===== src/rtl/uart_tx_arbiter_if.sv =====
// Requester-side bundle of the shared UART transmitter: byte handshakes in, serial line and status out.
// Handshake: requester i's byte transfers in the cycle where req_valid[i] & req_ready[i]; a requester holds valid and data until then.
interface uart_tx_arbiter_if #(
    parameter int NUM_REQ = 2
) ();
    localparam int GW = (NUM_REQ > 1) ? $clog2(NUM_REQ) : 1;

    logic                 baud_tick;
    logic [NUM_REQ-1:0]   req_valid;
    logic [NUM_REQ*8-1:0] req_data;
    logic [NUM_REQ-1:0]   req_ready;
    logic                 tx;
    logic                 busy;
    logic [GW-1:0]        grant_id;
    logic [2:0]           fsm_state;

    modport master (
        output baud_tick, req_valid, req_data,
        input  req_ready, tx, busy, grant_id, fsm_state
    );

    modport slave (
        input  baud_tick, req_valid, req_data,
        output req_ready, tx, busy, grant_id, fsm_state
    );
endinterface


===== src/rtl/uart_tx_arbiter.sv =====
// Round-robin arbiter feeding one 8N1 UART transmitter; every transition is gated by baud_tick.
// Define UART_TX_PARITY_EN to insert an even-parity bit between bit7 and the stop bit.
module uart_tx_arbiter #(
    parameter int NUM_REQ = 2
) (
    input logic clk,
    input logic rst,
    uart_tx_arbiter_if.slave bus
);
    localparam int DATA_BITS = 8;
    localparam int GW = (NUM_REQ > 1) ? $clog2(NUM_REQ) : 1;
    localparam logic [GW-1:0] LAST_INIT = GW'(NUM_REQ - 1);

    typedef enum logic [2:0] {
        IDLE   = 3'd0,
        START  = 3'd1,
        DATA   = 3'd2,
`ifdef UART_TX_PARITY_EN
        PARITY = 3'd3,
`endif
        STOP   = 3'd4
    } state_t;

    state_t                 state_q, state_d;
    logic [DATA_BITS-1:0]   data_q, data_d;
    logic [2:0]             cnt_q, cnt_d;
    logic                   tx_q, tx_d;
    logic [GW-1:0]          last_q, last_d;
    logic [GW-1:0]          gid_q, gid_d;
    logic [NUM_REQ-1:0]     ready;
    logic [GW-1:0]          pick;

    // First valid requester at or after last+1, wrapping around.
    function automatic logic [GW-1:0] rr_pick(input logic [GW-1:0] last,
                                              input logic [NUM_REQ-1:0] valid);
        logic [GW-1:0] sel;
        logic [GW-1:0] cand;
        logic          found;
        int            idx;
        sel   = last;
        found = 1'b0;
        for (int k = 1; k <= NUM_REQ; k++) begin
            idx  = (int'(last) + k) % NUM_REQ;
            cand = GW'(idx);
            if (!found && valid[cand]) begin
                sel   = cand;
                found = 1'b1;
            end
        end
        return sel;
    endfunction

    assign pick = rr_pick(last_q, bus.req_valid);

    always_comb begin
        state_d = state_q;
        data_d  = data_q;
        cnt_d   = cnt_q;
        tx_d    = tx_q;
        last_d  = last_q;
        gid_d   = gid_q;
        ready   = '0;
        if (bus.baud_tick) begin
            case (state_q)
                IDLE, STOP: begin
                    if (|bus.req_valid) begin
                        state_d     = START;
                        tx_d        = 1'b0;
                        data_d      = bus.req_data[{pick, 3'b000} +: DATA_BITS];
                        last_d      = pick;
                        gid_d       = pick;
                        ready[pick] = rst;
                    end else begin
                        state_d = IDLE;
                        tx_d    = 1'b1;
                    end
                end
                START: begin
                    state_d = DATA;
                    tx_d    = data_q[0];
                    cnt_d   = 3'd0;
                end
                DATA: begin
                    if (cnt_q == 3'd7) begin
`ifdef UART_TX_PARITY_EN
                        state_d = PARITY;
                        tx_d    = ^data_q;
`else
                        state_d = STOP;
                        tx_d    = 1'b1;
`endif
                    end else begin
                        cnt_d = cnt_q + 3'd1;
                        tx_d  = data_q[cnt_q + 3'd1];
                    end
                end
`ifdef UART_TX_PARITY_EN
                PARITY: begin
                    state_d = STOP;
                    tx_d    = 1'b1;
                end
`endif
                default: begin
                    state_d = IDLE;
                    tx_d    = 1'b1;
                end
            endcase
        end
    end

    // Reset wins over everything, including a grant in the same cycle.
    always_ff @(posedge clk) begin
        if (!rst) begin
            state_q <= IDLE;
            data_q  <= '0;
            cnt_q   <= 3'd0;
            tx_q    <= 1'b1;
            last_q  <= LAST_INIT;
            gid_q   <= '0;
        end else begin
            state_q <= state_d;
            data_q  <= data_d;
            cnt_q   <= cnt_d;
            tx_q    <= tx_d;
            last_q  <= last_d;
            gid_q   <= gid_d;
        end
    end

    assign bus.req_ready = ready;
    assign bus.tx        = tx_q;
    assign bus.busy      = (state_q != IDLE);
    assign bus.grant_id  = gid_q;
    assign bus.fsm_state = state_q;
endmodule


===== src/flat_wrapper.sv =====
// flat-port wrapper written by rule: the top's interface ports become plain ports
module uart_tx_arbiter_flat 
#(
    parameter int NUM_REQ = 2
)
  (clk, rst, bus_baud_tick, bus_req_valid, bus_req_data, bus_req_ready, bus_tx, bus_busy, bus_grant_id, bus_fsm_state);
  uart_tx_arbiter_if #(.NUM_REQ(NUM_REQ)) bus_i ();
  input logic clk;
  input logic rst;
  input wire logic [$bits(bus_i.baud_tick)-1:0] bus_baud_tick;
  input wire logic [$bits(bus_i.req_valid)-1:0] bus_req_valid;
  input wire logic [$bits(bus_i.req_data)-1:0] bus_req_data;
  output wire logic [$bits(bus_i.req_ready)-1:0] bus_req_ready;
  output wire logic [$bits(bus_i.tx)-1:0] bus_tx;
  output wire logic [$bits(bus_i.busy)-1:0] bus_busy;
  output wire logic [$bits(bus_i.grant_id)-1:0] bus_grant_id;
  output wire logic [$bits(bus_i.fsm_state)-1:0] bus_fsm_state;
  assign bus_i.baud_tick = bus_baud_tick;
  assign bus_i.req_valid = bus_req_valid;
  assign bus_i.req_data = bus_req_data;
  assign bus_req_ready = bus_i.req_ready;
  assign bus_tx = bus_i.tx;
  assign bus_busy = bus_i.busy;
  assign bus_grant_id = bus_i.grant_id;
  assign bus_fsm_state = bus_i.fsm_state;
  uart_tx_arbiter #(.NUM_REQ(NUM_REQ)) u_core (.clk(clk), .rst(rst), .bus(bus_i));
endmodule

===== config.mk =====
export PLATFORM = sky130hd
export DESIGN_NAME = uart_tx_arbiter_flat
export DESIGN_NICKNAME = d
export VERILOG_FILES = /design/src/rtl/uart_tx_arbiter_if.sv /design/src/rtl/uart_tx_arbiter.sv /design/src/flat_wrapper.sv
export SDC_FILE = /design/constraint.sdc
export NUM_CORES = 1
export LEC_CHECK = 0
export ABC_AREA = 1
export CAP_MARGIN = 20
export CELL_PAD_IN_SITES_DETAIL_PLACEMENT = 0
export CELL_PAD_IN_SITES_GLOBAL_PLACEMENT = 2
export CORE_MARGIN = 2
export CORE_UTILIZATION = 25
export DETAILED_ROUTE_END_ITERATION = 10
export GPL_TIMING_DRIVEN = 0
export PLACE_DENSITY = 0.86
export REMOVE_ABC_BUFFERS = 1
export SLEW_MARGIN = 10
export SYNTH_ARGS = -nofsm -noshare
export SYNTH_HDL_FRONTEND = slang
export SYNTH_SLANG_ARGS = --single-unit

===== constraint.sdc =====
create_clock -name clk -period 3.41 [get_ports clk]
set_clock_uncertainty 0.05 [all_clocks]
set_input_delay 0.5115 -clock clk [delete_from_list [all_inputs] [get_ports clk]]
set_output_delay 0.5115 -clock clk [all_outputs]
set_load 0.03 [all_outputs]

==> qor.yml, run 1 <==
clock_tree:
  ctsHoldBuffers: 0
  post_cts_buffers: 1
  cts_tree: "done"
  htreeDepth: 1
  cts_num_sinks: 17
  cts.path.max_buffers: 2
  cts_resized: 0
  cts-root-buf: "clkbuf_8"
  clkLatencyLatePin_ns: 0.25
  cts_inserted_buffers: 3
  clk_pin_slew_ns: 0.07
hold_path:
  hp-start: "u_core.bus.grant_id"
  hold_class: "reg2reg"
routing:
  via_count: 967
  via_per_inst: 4.40
  wl_per_cell_um: 10.0
  dr.pass1.iters: 4
  route.detailed.drc: 0
  ant_nets: 0
  drt-total-wl_um: 2200
  drt_iter0_markers: 31
power:
  p_int_mw: 0.357
  pwr-share-comb_pct: 26.1
  power.leakage_nw: 0.597
  power_frac_clock_pct: 29.5
  p_switching_mw: 0.153
  pwr-share-seq_pct: 44.3
  power_density_nw_per_um2: 386
  ir_drop_v: 0.000192
  sw_frac_of_total_pct: 30.0
setup_path:
  crit_buf_inv: 3
  cp-end-kind: "primary output"
  r2r_start: "u_core.cnt_q[0]"
  crit_chain: "clkdlybuf4s50_1 > inv_1 > nor3_1 > clkdlybuf4s50_1"
  startpoint: "rst"
  start_kind: "primary input"
  cp.arrival_ns: 2.55
  required_ns: 2.85
  critPathMaxStageDelay_ns: 0.80
  crit_family: "buffers and inverters"
  cp_common_cell: "clkdlybuf4s50_1"
  critPathKind: "in2out"
  worstPathMaxFanout: 13
  crit_slowest_cell: "clkdlybuf4s50_1"
synth:
  syn_area_um2: 946
  syn_area_per_cell_um2: 6.71
  synth_cell_types: 20
  synthCells: 141
  ys_seq_area_share_pct: 36.0
  synth_seq_cells: 17
  yosys_warnings: 0
die:
  die_x_um: 65.5
  num_io_pins: 29
  initial_core_util_pct: 25.8
  die_y_um: 65.5
  rows: 22
  coreArea_um2: 3660
  die_area_um2: 4290
timing:
  drv_slew: 0
  layout_min_cycle_time_ns: 3.11
  rsz0062_at_grt: "false"
  fmax_mhz: 321
  setup-violations-final: 0
  fin_crit_sh_pct: 91.3
  finalHoldViolations: 0
  slew_headroom_pct: 64.5
  worstMarginPinSlew_ns: 0.531
  whs_ns: 0.418
run_status:
  outcome: "finished clean"
placed_design:
  gp_congestion: 0.768
  dp_hpwl_um: 1720
  port_buffers: 28
finish:
  fillers: 402
  final_cell_mix: "nand2_1, clkdlybuf4s50_1, inv_1"
  diodes: 0
  synthToLayoutAreaGrowth_pct: 39.9
  layout-drive-gt1-share_pct: 8.72
  final_nets: 196
  layout_commonest_cell: "nand2_1"
  post-route-util_pct: 36.2
grt:
  grt_pass1_vias: 914
  grtUsageTotal_pct: 11.3
  overflow: 0
  antenna_found_initial: 0
  grt_max_degree: 17
  grt_pass1_wl_um: 3870
flow_run:
  drv_cap: 0
## synthesized netlist by cell type, drive strengths merged
cell type | n | area (um^2)
nand2 | 40 | 150
inv | 26 | 97.6
dfxtp | 17 | 340
nand3 | 15 | 85.1
nor2 | 13 | 48.8
o211ai | 8 | 70.1
a21oi | 5 | 25.0
nor3 | 5 | 36.3
o21ai | 4 | 23.8
ha | 2 | 25.0
nand3b | 2 | 15.0
a211oi | 1 | 7.51
buf | 1 | 11.3
clkbuf | 1 | 3.75
nand4 | 1 | 6.26
## worst register-to-register path, cell delays in order (launching register included)
cell,delay (ns)
dfxtp_1,0.47
ha_1,0.20
ha_1,0.18
nand4_1,0.14
nand2_1,0.08
inv_1,0.06
nand2_1,0.11
nand2_1,0.07
a21oi_1,0.12
## stage by stage
stage          area, um^2  instances  power [mW]  setup slack (ns)  TNS [ns]
3_5_place_dp         1270        215       0.364           -0.0708   -0.0708
3_3_place_gp         1270        215       0.362           -0.0671   -0.0671
2_1_floorplan         931        139       0.307             0.893         0
5_1_grt              1320        220       0.547             0.150         0
6_report             1320        220       0.510             0.297         0
4_1_cts              1320        220       0.519             0.268         0
## path summary, 6_finish.rpt
kind / end / slack (ns) / cells after the start
max: bus_req_ready[0] / 0.30 / 4
min: u_core.bus.grant_id / 0.42 / 2
max reg2reg: u_core.cnt_q[1] / 1.87 / 8
min reg2reg: u_core.bus.grant_id / 0.42 / 2
## cell families (layout without fill, tap and decap cells)
logic type               Yosys count  count (layout)  synth area share [%]
AO/OA/AOI/OAI                     18              18                  13.4
adder cells (fa/ha/maj)            2               2                  2.65
buffers and inverters             28              59                  11.9
flip-flops                        17              17                  36.0
AND/OR/NAND/NOR                   76              76                  36.1
## registers in the layout, indices dropped and copies added (netlist names)
register / cells
u_core.last_q: 1
u_core.data_q: 8
u_core.bus.tx: 1
u_core.cnt_q: 3
u_core.bus.grant_id: 1
u_core.bus.fsm_state: 3
## per-layer routing
| layer | global-route usage (%) | up-vias | part of all wire [%] |
|---|---|---|---|
| met5 | 0 | - | 0 |
| met4 | 1.56 | 0 | 0.55 |
| met3 | 3.08 | 2 | 5.3 |
| met2 | 20.3 | 24 | 46 |
| met1 | 13.7 | 425 | 48 |
| li1 | - | 516 | - |
## power groups by stage
stage | logic (mW) | registers (mW) | clock network, mW
4_1_cts | 0.135 | 0.226 | 0.157
2_1_floorplan | 0.0708 | 0.237 | 0
3_5_place_dp | 0.133 | 0.231 | 0
3_3_place_gp | 0.132 | 0.230 | 0
6_report | 0.133 | 0.226 | 0.151
5_1_grt | 0.150 | 0.228 | 0.169
## area by class of cell
type                            instances  area [um^2]  area share, %
Inverter                               26         97.6           7.37
Sequential cell                        17          340           25.7
Clock buffer                            4         45.0           3.40
Tap cell                               48         60.1           4.54
Multi-Input combinational cell         96          493           37.2
Timing Repair Buffer                   29          288           21.7
Power figures use the tool's default switching activity.
==> run 2: changes to the inputs <==
--- a/config.mk
+++ b/config.mk
@@ -15,6 +15,7 @@
 export GPL_TIMING_DRIVEN = 0
 export PLACE_DENSITY = 0.86
 export REMOVE_ABC_BUFFERS = 1
+export SKIP_LAST_GASP = 1
 export SLEW_MARGIN = 10
 export SYNTH_ARGS = -nofsm -noshare
 export SYNTH_HDL_FRONTEND = slang
==> results of run 2 <==
Final layout, timing and power as in run 1 (identical DEF).
